[config.mk]
export PLATFORM = sky130hd
export DESIGN_NAME = shift_add_multiplier_flat
export DESIGN_NICKNAME = d
export VERILOG_FILES = /design/src/rtl/shift_add_multiplier_pkg.sv /design/src/rtl/add_op.sv /design/src/rtl/shift_add_multiplier.sv /design/src/flat_wrapper.sv
export SDC_FILE = /design/constraint.sdc
export NUM_CORES = 1
export LEC_CHECK = 0
export CAP_MARGIN = 20
export CORE_MARGIN = 3
export CORE_UTILIZATION = 50
export CTS_BUF_LIST = sky130_fd_sc_hd__clkbuf_8
export CTS_CLUSTER_SIZE = 24
export DETAILED_ROUTE_END_ITERATION = 8
export GPL_ROUTABILITY_DRIVEN = 0
export PLACE_DENSITY_LB_ADDON = 0.15
export SETUP_SLACK_MARGIN = 0.02
export SYNTH_ARGS = -nofsm -noshare
export SYNTH_HDL_FRONTEND = slang
export SYNTH_SLANG_ARGS = --single-unit
[constraint.sdc]
create_clock -name clk -period 9.5 [get_ports clk]
set_input_delay 0.95 -clock clk [delete_from_list [all_inputs] [get_ports clk]]
set_output_delay 0.95 -clock clk [all_outputs]
set_load 0.1 [all_outputs]
[src/rtl/shift_add_multiplier_pkg.sv]
// Shared types for the shift-and-add multiplier.
// State encoding and count register sizing.
package shift_add_multiplier_pkg;

  typedef enum logic [1:0] {
    IDLE,
    BUSY,
    DONE
  } state_t;

  function automatic int count_width(input int w);
    return $clog2(w);
  endfunction

endpackage

[src/rtl/add_op.sv]
// Adder operation interface shared by ALU arith blocks.
// Injected side drives operands, Impl side returns the sum.
interface AddOp #(
  parameter int OPERAND_WIDTH = 32
);

  logic [OPERAND_WIDTH-1:0] lhs;
  logic [OPERAND_WIDTH-1:0] rhs;
  logic [OPERAND_WIDTH-1:0] result;

  modport Injected (
    output lhs,
    output rhs,
    input  result
  );

  modport Impl (
    input  lhs,
    input  rhs,
    output result
  );

endinterface

[src/rtl/shift_add_multiplier.sv]
// Multi-cycle unsigned shift-and-add multiplier.
// Uses an injected AddOp adder; product truncated to operand width.
module shift_add_multiplier
  import shift_add_multiplier_pkg::*;
#(
  parameter int OPERAND_WIDTH = 32
) (
  input  logic                     clk,
  input  logic                     rst,
  input  logic                     req_valid,
  output logic                     req_ready,
  input  logic [OPERAND_WIDTH-1:0] req_lhs,
  input  logic [OPERAND_WIDTH-1:0] req_rhs,
  output logic                     resp_valid,
  input  logic                     resp_ready,
  output logic [OPERAND_WIDTH-1:0] resp_product,
  AddOp.Injected                   adder
);

  localparam int W  = OPERAND_WIDTH;
  localparam int CW = count_width(W);
  localparam logic [CW-1:0] LAST = CW'(W - 1);

  state_t         state_q, state_d;
  logic [W-1:0]   acc_q, acc_d;
  logic [W-1:0]   mcand_q, mcand_d;
  logic [W-1:0]   mplier_q, mplier_d;
  logic [CW-1:0]  count_q, count_d;

  always_ff @(posedge clk or posedge rst) begin
    if (rst) begin
      state_q  <= IDLE;
      acc_q    <= '0;
      mcand_q  <= '0;
      mplier_q <= '0;
      count_q  <= '0;
    end else begin
      state_q  <= state_d;
      acc_q    <= acc_d;
      mcand_q  <= mcand_d;
      mplier_q <= mplier_d;
      count_q  <= count_d;
    end
  end

  always_comb begin
    state_d      = state_q;
    acc_d        = acc_q;
    mcand_d      = mcand_q;
    mplier_d     = mplier_q;
    count_d      = count_q;
    req_ready    = 1'b0;
    resp_valid   = 1'b0;
    resp_product = '0;
    adder.lhs    = '0;
    adder.rhs    = '0;

    unique case (state_q)
      IDLE: begin
        req_ready = 1'b1;
        if (req_valid) begin
          acc_d    = '0;
          mcand_d  = req_lhs;
          mplier_d = req_rhs;
          count_d  = '0;
          state_d  = BUSY;
        end
      end
      BUSY: begin
        // Fixed latency: every multiplier bit is visited, even zeros.
        adder.lhs = acc_q;
        adder.rhs = mplier_q[0] ? mcand_q : '0;
        acc_d     = adder.result;
        mcand_d   = {mcand_q[W-2:0], 1'b0};
        mplier_d  = {1'b0, mplier_q[W-1:1]};
        count_d   = count_q + CW'(1);
        if (count_q == LAST) begin
          state_d = DONE;
        end
      end
      DONE: begin
        resp_valid   = 1'b1;
        resp_product = acc_q;
        if (resp_ready) begin
          state_d = IDLE;
        end
      end
      default: begin
        state_d = IDLE;
      end
    endcase
  end

endmodule

[src/flat_wrapper.sv]
// flat-port wrapper written by rule: the top's interface ports become plain ports
module shift_add_multiplier_flat import shift_add_multiplier_pkg::*;
#(
  parameter int OPERAND_WIDTH = 32
)
  (clk, rst, req_valid, req_ready, req_lhs, req_rhs, resp_valid, resp_ready, resp_product, adder_lhs, adder_rhs, adder_result);
  AddOp #(.OPERAND_WIDTH(OPERAND_WIDTH)) adder_i ();
  input  logic clk;
  input  logic rst;
  input  logic req_valid;
  output logic req_ready;
  input  logic [OPERAND_WIDTH-1:0] req_lhs;
  input  logic [OPERAND_WIDTH-1:0] req_rhs;
  output logic resp_valid;
  input  logic resp_ready;
  output logic [OPERAND_WIDTH-1:0] resp_product;
  output wire logic [$bits(adder_i.lhs)-1:0] adder_lhs;
  output wire logic [$bits(adder_i.rhs)-1:0] adder_rhs;
  input wire logic [$bits(adder_i.result)-1:0] adder_result;
  assign adder_lhs = adder_i.lhs;
  assign adder_rhs = adder_i.rhs;
  assign adder_i.result = adder_result;
  shift_add_multiplier #(.OPERAND_WIDTH(OPERAND_WIDTH)) u_core (.clk(clk), .rst(rst), .req_valid(req_valid), .req_ready(req_ready), .req_lhs(req_lhs), .req_rhs(req_rhs), .resp_valid(resp_valid), .resp_ready(resp_ready), .resp_product(resp_product), .adder(adder_i));
endmodule
# == Word level (Yosys, flattened, before mapping) ==
# Cells that the tools add are included.
# totals
register_bits,103
out_inout_bits,98
elab_cells,34
# op_classes
add_sub_neg,1
n_eq_ne,6
mux,18
reduce_logical,4
# op_table
operator,count
$mux W32,7
$pmux W32 S2,3
$pmux W5 S2,1
$mux W2,3
$pmux W2 S3,1
$add A5 B1 Y5 const B,1
$eq A5 B5 Y1 const B,1
$mux W5,1
$ne A2 B2 Y1 const B,2
$reduce_and A3 Y1,1
$eq A2 B1 Y1 const B,1
$eq A2 B2 Y1 const B,1
$logic_not A2 Y1,1
$mux W1,2
$ne A2 B1 Y1 const B,1
$reduce_and A2 Y1,1
$reduce_bool A2 Y1,1

# == Depth between registers and ports, before layout ==
# Gate-level depths: netlist of the first run.
# logic_depth
word_depth,3
ltp_mapped,6
ltp_nobuf,6

# == Least setup slack after synthesis of the first run ==
# Ideal clock, no wire load.
# synth_path
path_type,register to output
startpoint,register u_core.state_q[1]
endpoint,output req_ready
arrival_ps,2100
required_time_ps,8550
setup_slack_ps,6450
path_stages_with_launch,5
path_buffers,3
path_cell_list,dfrtp_1 -> buf_6 -> buf_4 -> clkbuf_1 -> nor2_1
# synth_via
elab_chain_len,2
# synth_lines
element,line,source
"start, declared",shift_add_multiplier.sv:24,"state_t state_q, state_d;"
"start signal, assigned",shift_add_multiplier.sv:38,state_q <= state_d;
$logic_not A2 Y1,shift_add_multiplier.sv:58,unique case (state_q)
$mux W1,shift_add_multiplier.sv:58,
"end, declared",flat_wrapper.sv:11,output logic req_ready;
# Every way passes these cells.

# == Worst setup path after layout of the first run ==
# layout_path
startpoint,register u_core.state_q[1]
endpoint,output adder_rhs[28]
# layout_via
elab_chain_len,2
# layout_lines
element,line,source
$eq A2 B1 Y1,shift_add_multiplier.sv:58,
$mux W32,shift_add_multiplier.sv:58,
"end, declared",flat_wrapper.sv:18,output wire logic [$bits(adder_i.rhs)-1:0] adder_rhs;
# Every way passes these cells.

==> results.sh, run 1 <==
export IMPL_detail_route_wl_per_cell_um=17.0
export IMPL_initial_antenna_violation_count=0
export IMPL_finalSetupTns_ps=0
export IMPL_grt_util_all_layers_pct=24.0
export IMPL_postSynthCellCount=561
export IMPL_cts_repair_timing_setup_buffer_count=0
export IMPL_initial_utilization_pct=51.8
export IMPL_cap_viol_max_count=0
export IMPL_intPower_uw=1090
export IMPL_yosys_warnings=0
export IMPL_final_cells=862
export IMPL_worstPathArrival_ps=3700
export IMPL_swShare_pct=50.4
export IMPL_cp_end_kind="output pin"
export IMPL_firstDrtPassIters=5
export IMPL_maximum_number_of_pins_on_one_net_before_global_route_repair=92
export IMPL_timing_max_slew_rel_slack_pct=32.0
export IMPL_fp_dieH_um=110
export IMPL_io_pin_count=198
export IMPL_total_leakage_power_uw=0.00337
export IMPL_period_share_pct=48.9
export IMPL_hold_class="flop to flop"
export IMPL_total_power_uw=2200
export IMPL_worst_setup_path_type="flop to output pin"
export IMPL_nets=823
export IMPL_irDropWorstVdd_mv=0.215
export IMPL_clock_tree_buffer_depth=2
export IMPL_first_global_vias=4505
export IMPL_hold_viol=0
export IMPL_layout_cell_share_with_drive_strength_beyond_1_pct=4.13
export IMPL_required_ps=8550
export IMPL_grt_overflow=0
export IMPL_p_switching_uw=1110
export IMPL_drc=0
export IMPL_place_worst_setup_slack_ps=5240
export IMPL_die_outline_area_um2=12100
export IMPL_post_synth_cell_area_avg_um2=9.62
export IMPL_post_drt_antenna_nets=0
export IMPL_most_common_layout_cells="sky130_fd_sc_hd__clkdlybuf4s50_1 (196), sky130_fd_sc_hd__dfrtp_1 (101), sky130_fd_sc_hd__and2_1 (65), sky130_fd_sc_hd__o21ai_1 (58), sky130_fd_sc_hd__a21oi_1 (56)"
export IMPL_post_route_util_pct=72.2
export IMPL_synth_yosys_seq_area_share_pct=47.7
export IMPL_status="complete, no violations"
export IMPL_die_width_um=110
export IMPL_holdBufCountCts=0
export IMPL_clock_skew_ps=10.6
export IMPL_tritoncts="built"
export IMPL_numClockSinks=103
export IMPL_path_max_fanout=91
export IMPL_clock_power_share_pct=13.6
export IMPL_cells_on_worst_reg2reg_path=4
export IMPL_yosys_register_bits=103
export IMPL_seq_power_share_pct=32.4
export IMPL_row_count=37
export IMPL_syn_to_final_growth_pct=39.3
export IMPL_cts_resized=0
export IMPL_antenna_cells=0
export IMPL_mappedNetlistArea_um2=5400
export IMPL_postSynthNetCount=663
export IMPL_most_frequent_standard_cell_in_the_layout_excluding_fill_and_tap_cells="sky130_fd_sc_hd__clkdlybuf4s50_1"
export IMPL_crit_path_start_kind="flop"
export IMPL_hpwl_mm=10.0
export IMPL_final_critical_path_setup_slack_ps=4850
export IMPL_fp_coreArea_um2=10400
export IMPL_grt_setup_unrepaired="no"
export IMPL_vias=4889
export IMPL_max_freq_ghz=0.215
export IMPL_power_share_combinational_pct=53.9
export IMPL_clk_latency_ps=350
export IMPL_power_per_cell_area_nw_per_um2=293
export IMPL_detail_route_wirelength_mm=14.7
export IMPL_transition_at_the_pin_with_the_smallest_max_transition_slack_ps=1020
export IMPL_clk_root_buffer_cell="sky130_fd_sc_hd__clkbuf_8"
export IMPL_cts_buffers_inserted=9
export IMPL_synth_cell_types=27
export IMPL_layout_min_cycle_time_ps=4650
export IMPL_worst_hold_path_num_cells=2
export IMPL_grt_first_pass_wirelength_mm=23.0
export IMPL_setup_violations=0
export IMPL_timing_final_max_slew_violations=0
export IMPL_detailedRoute_firstIterationViolations=363
export IMPL_io_buffer_count=197
export IMPL_path_clk_slew_ps=100
export IMPL_detail_route_vias_per_cell=5.67
export IMPL_place_detailed_instances=846
export IMPL_htree_levels=3
==> cells in the mapped netlist <==
cell | count | area, um^2
sky130_fd_sc_hd__buf_4 | 7 | 52.6
sky130_fd_sc_hd__nor2b_4 | 1 | 13.8
sky130_fd_sc_hd__o22ai_1 | 1 | 6.26
sky130_fd_sc_hd__a22oi_1 | 35 | 263
sky130_fd_sc_hd__inv_1 | 3 | 11.3
sky130_fd_sc_hd__nor3b_1 | 1 | 7.51
sky130_fd_sc_hd__nor2_1 | 2 | 7.51
sky130_fd_sc_hd__mux2i_1 | 9 | 90.1
sky130_fd_sc_hd__buf_2 | 25 | 125
sky130_fd_sc_hd__nor2b_1 | 37 | 231
sky130_fd_sc_hd__dfrtp_1 | 103 | 2580
sky130_fd_sc_hd__buf_6 | 6 | 67.6
sky130_fd_sc_hd__o21ai_1 | 58 | 290
sky130_fd_sc_hd__nand3_1 | 1 | 5.00
sky130_fd_sc_hd__a22o_1 | 34 | 298
sky130_fd_sc_hd__o31ai_1 | 1 | 7.51
sky130_fd_sc_hd__nand2_1 | 32 | 120
sky130_fd_sc_hd__ha_1 | 2 | 25.0
sky130_fd_sc_hd__o21bai_1 | 1 | 7.51
sky130_fd_sc_hd__and3b_1 | 20 | 175
sky130_fd_sc_hd__and3_1 | 33 | 206
sky130_fd_sc_hd__clkbuf_1 | 17 | 63.8
sky130_fd_sc_hd__o21ai_0 | 9 | 45.0
sky130_fd_sc_hd__nor2b_2 | 1 | 8.76
sky130_fd_sc_hd__a21oi_1 | 56 | 280
sky130_fd_sc_hd__nand2b_1 | 1 | 6.26
sky130_fd_sc_hd__and2_1 | 65 | 407
==> area by class of cell <==
cell class | count | area [um^2]
clock buffers | 10 | 138
clock inverters | 6 | 85.1
fillers | 796 | 2900
inverters | 3 | 13.8
multi-input cells | 400 | 2510
flip-flops and latches | 103 | 2580
well taps | 136 | 170
repair buffers | 204 | 2020
==> worst paths after layout <==
path | endpoint | from | slack, ps
setup / recovery | adder_rhs[28] | u_core.state_q[1]$_DFFE_PP0P_ | 4850
hold / removal | u_core.mplier_q[1]$_DFFE_PP0P_ | u_core.mplier_q[1]$_DFFE_PP0P_ | 510
setup reg to reg | u_core.mcand_q[9]$_DFFE_PP0P_ | u_core.state_q[1]$_DFFE_PP0P_ | 7040
hold reg to reg | u_core.mplier_q[1]$_DFFE_PP0P_ | u_core.mplier_q[1]$_DFFE_PP0P_ | 510
max in group asynchronous | u_core.state_q[0]$_DFFE_PP0P_ | rst | 7280
min in group asynchronous | u_core.acc_q[6]$_DFFE_PP0P_ | rst | 1010
==> per-layer routing <==
metal  track usage, %  share of wire [%]  up-vias
met5                0                  0        -
met4             7.21                1.5        0
met3             4.29                7.5       18
met2             40.3                 49      195
met1             31.8                 42     2375
li1                 -                  -     2301
==> power by group through the flow <==
stage / sequential [uW] / combinational [uW] / clock (uW)
3_3_place_gp: 712 / 1170 / 0
4_1_cts: 712 / 1200 / 308
6_report: 714 / 1190 / 300
2_1_floorplan: 664 / 972 / 0
3_5_place_dp: 720 / 1190 / 0
5_1_grt: 735 / 1260 / 325
==> critical path: stages, from the launching register on <==
cell	delay, ps
sky130_fd_sc_hd__dfrtp_2	430
sky130_fd_sc_hd__nor2b_4	670
sky130_fd_sc_hd__buf_4	810
sky130_fd_sc_hd__and3_1	260
sky130_fd_sc_hd__clkdlybuf4s50_1	1140
==> through the flow <==
stage	instance area, um^2	hold WS, ps
5_1_grt	7520	532
3_5_place_dp	7300	485
6_report	7520	511
4_1_cts	7520	508
3_3_place_gp	7300	466
2_1_floorplan	5400	442
==> registers in the layout, summed over array words and instances (netlist names) <==
name / flops
u_core.count_q: 5
u_core.acc_q: 32
u_core.mcand_q: 32
u_core.mplier_q: 32
u_core.state_q: 2
==> cells by family after synthesis <==
kind of cell,after synthesis,synth area share [%]
buffers and inverters,58,5.93
adders and majority gates,2,0.463
DFF,103,47.7
AOI/OAI and AO/OA,195,22.2
muxes,9,1.67
and+or+nand+nor,194,22.0
(Power assumes the default switching activity.)
==> inputs of run 2 (changes only) <==
CORE_UTILIZATION = 46   (was 50)
clock period = 4.5 ns   (was 9.5 ns; I/O delays follow)
==> run 2 against run 1 <==
  * Critical path depth unchanged
  * Core utilization down 6.7 points
  * Hold slack worse by 7.7 ps
  * Critical endpoint is now adder_rhs[5]
  * Largest power group unchanged
  * Cell area down 2.6%
  * Setup slack worse by 3700 ps
  * Via count down 1.9%
  * Sequential cell count unchanged
  * Register-to-register slack worse by 5000 ps
  * Global-route usage down 1.6 points
  * Sequential share of layout area up 0.93 points
==> results.sh, run 2 (same netlist as run 1, synthesis figures left out) <==
export IMPL_layout_min_cycle_time_ps=3340
export IMPL_total_power_uw=4610
export IMPL_most_frequent_standard_cell_in_the_layout_excluding_fill_and_tap_cells="sky130_fd_sc_hd__buf_4"
export IMPL_path_max_fanout=41
export IMPL_fp_dieH_um=114
export IMPL_worstPathArrival_ps=2890
export IMPL_hold_class="flop to flop"
export IMPL_timing_max_slew_rel_slack_pct=35.0
export IMPL_maximum_number_of_pins_on_one_net_before_global_route_repair=76
export IMPL_cells_on_worst_reg2reg_path=4
export IMPL_timing_rr_start="u_core.state_q[0]$_DFFE_PP0P_"
export IMPL_initial_utilization_pct=48.3
export IMPL_vias=4796
export IMPL_grt_first_pass_wirelength_mm=23.8
export IMPL_die_width_um=114
export IMPL_detailedRoute_firstIterationViolations=389
export IMPL_worst_setup_path_type="flop to output pin"
export IMPL_hpwl_mm=10.2
export IMPL_initial_antenna_violation_count=0
export IMPL_clock_tree_buffer_depth=2
export IMPL_finalSetupTns_ps=0
export IMPL_cp_end_kind="output pin"
export IMPL_layout_cell_share_with_drive_strength_beyond_1_pct=17.8
export IMPL_clk_root_buffer_cell="sky130_fd_sc_hd__clkbuf_8"
export IMPL_transition_at_the_pin_with_the_smallest_max_transition_slack_ps=975
export IMPL_hold_path_startpoint="u_core.mplier_q[2]$_DFFE_PP0P_"
export IMPL_setup_violations=0
export IMPL_post_drt_antenna_nets=0
export IMPL_power_per_cell_area_nw_per_um2=629
export IMPL_hold_viol=0
export IMPL_nets=826
export IMPL_grt_overflow=0
export IMPL_period_share_pct=74.3
export IMPL_crit_path_start_kind="flop"
export IMPL_grt_setup_unrepaired="no"
export IMPL_status="complete, no violations"
export IMPL_cts_repair_timing_setup_buffer_count=0
export IMPL_min_to="u_core.mplier_q[2]$_DFFE_PP0P_"
export IMPL_total_leakage_power_uw=0.00355
export IMPL_grt_util_all_layers_pct=22.5
export IMPL_required_ps=4050
export IMPL_firstDrtPassIters=5
export IMPL_cts_buffers_inserted=9
export IMPL_irDropWorstVdd_mv=0.564
export IMPL_row_count=38
export IMPL_htree_levels=3
export IMPL_clock_skew_ps=15.3
export IMPL_die_outline_area_um2=13100
export IMPL_syn_to_final_growth_pct=35.6
export IMPL_crit_path_top_delay_cell="sky130_fd_sc_hd__dfrtp_2"
export IMPL_timing_final_max_slew_violations=0
export IMPL_worst_r2r_endpoint="u_core.mcand_q[7]$_DFFE_PP0P_"
export IMPL_cp_common_cell="sky130_fd_sc_hd__buf_4"
export IMPL_largestRegisters="u_core.acc_q: 32 flops, u_core.mcand_q: 32 flops, u_core.mplier_q: 32 flops"
export IMPL_drc=0
export IMPL_holdBufCountCts=0
export IMPL_max_freq_ghz=0.299
export IMPL_first_global_vias=4537
export IMPL_path_clk_slew_ps=110
export IMPL_clk_latency_ps=370
export IMPL_path_cells="nor2b_4, buf_4, and3_1, buf_4"
export IMPL_detail_route_wl_per_cell_um=17.2
export IMPL_io_buffer_count=197
export IMPL_numClockSinks=103
export IMPL_num_fill_cells=977
export IMPL_fp_coreArea_um2=11200
export IMPL_most_common_layout_cells="sky130_fd_sc_hd__buf_4 (104), sky130_fd_sc_hd__dfrtp_1 (101), sky130_fd_sc_hd__clkdlybuf4s50_1 (100), sky130_fd_sc_hd__and2_1 (65), sky130_fd_sc_hd__o21ai_1 (58)"
export IMPL_tritoncts="built"
export IMPL_worst_hold_path_num_cells=2
export IMPL_detail_route_vias_per_cell=5.52
export IMPL_post_route_util_pct=65.5
export IMPL_cp_slowest_stage_delay_ps=870
export IMPL_r2r_slack_ps=2030
export IMPL_cap_viol_max_count=0
export IMPL_io_pin_count=198
export IMPL_cts_resized=0
export IMPL_antenna_cells=0
export IMPL_detail_route_wirelength_mm=14.9
[run 2: cell types whose count changed in the layout (fill, tap and decap cells not counted), sizes merged]
cell,before,now
clkinv,2,1
inv,4,6
buf,8,107
bufinv,2,1
clkdlybuf4s50,196,100
[run 2: worst max path at each step]
| stage | start | end | slack (ps) | cells past startpoint |
|---|---|---|---|---|
| final | u_core.state_q[0]$_DFFE_PP0P_ | adder_rhs[5] | 1160 | 4 |
| after floorplan | rst | u_core.acc_q[0]$_DFFE_PP0P_ | 1350 | 1 |
| after detailed placement | u_core.state_q[0]$_DFFE_PP0P_ | adder_rhs[4] | 1580 | 4 |
| after global placement | u_core.state_q[0]$_DFFE_PP0P_ | adder_rhs[4] | 1650 | 4 |
| after global routing | u_core.state_q[0]$_DFFE_PP0P_ | adder_rhs[15] | 960 | 4 |
| after CTS | u_core.state_q[0]$_DFFE_PP0P_ | adder_rhs[4] | 1150 | 4 |
[run 2: metal layers]
layer	part of all wire, %	routed length, um	track usage [%]	vias to the layer above
met3	5.7	845	3.07	18
li1	-	-	-	2305
met1	45	6760	31.9	2292
met4	1.6	241	6.10	0
met2	47	7100	36.3	181
met5	0	0	0	-
[run 2: stage by stage]
| stage | instances | area [um^2] | setup WS (ps) | hold slack, ps |
|---|---|---|---|---|
| finish | 869 | 7320 | 1160 | 504 |
| global route | 869 | 7320 | 959 | 540 |
| CTS | 869 | 7320 | 1150 | 507 |
| detailed placement | 853 | 7110 | 1580 | 486 |
| global placement | 852 | 7090 | 1650 | 468 |
| floorplan | 561 | 5400 | 1350 | 442 |
[run 2: where the power goes]
group	internal, uW	switching, uW	total (uW)
combinational	707	1740	2450
sequential	1230	312	1540
clock	282	337	618
[run 2: critical path: cells and delay by family, from the launching register on]
kind | cells | cell delay [ps]
DFF | 1 | 870
buffers and inverters | 2 | 730
and+or+nand+nor | 2 | 890
[run 2: area by class of cell]
type                            count  area (um^2)  share of cell area [%]
Multi-Input combinational cell    400         2510                    34.3
Inverter                            3         13.8                   0.188
Clock inverter                      6         75.1                    1.03
Tap cell                          140          175                    2.39
Timing Repair Buffer              207         1830                    24.9
Clock buffer                       10          138                    1.88
Sequential cell                   103         2580                    35.2
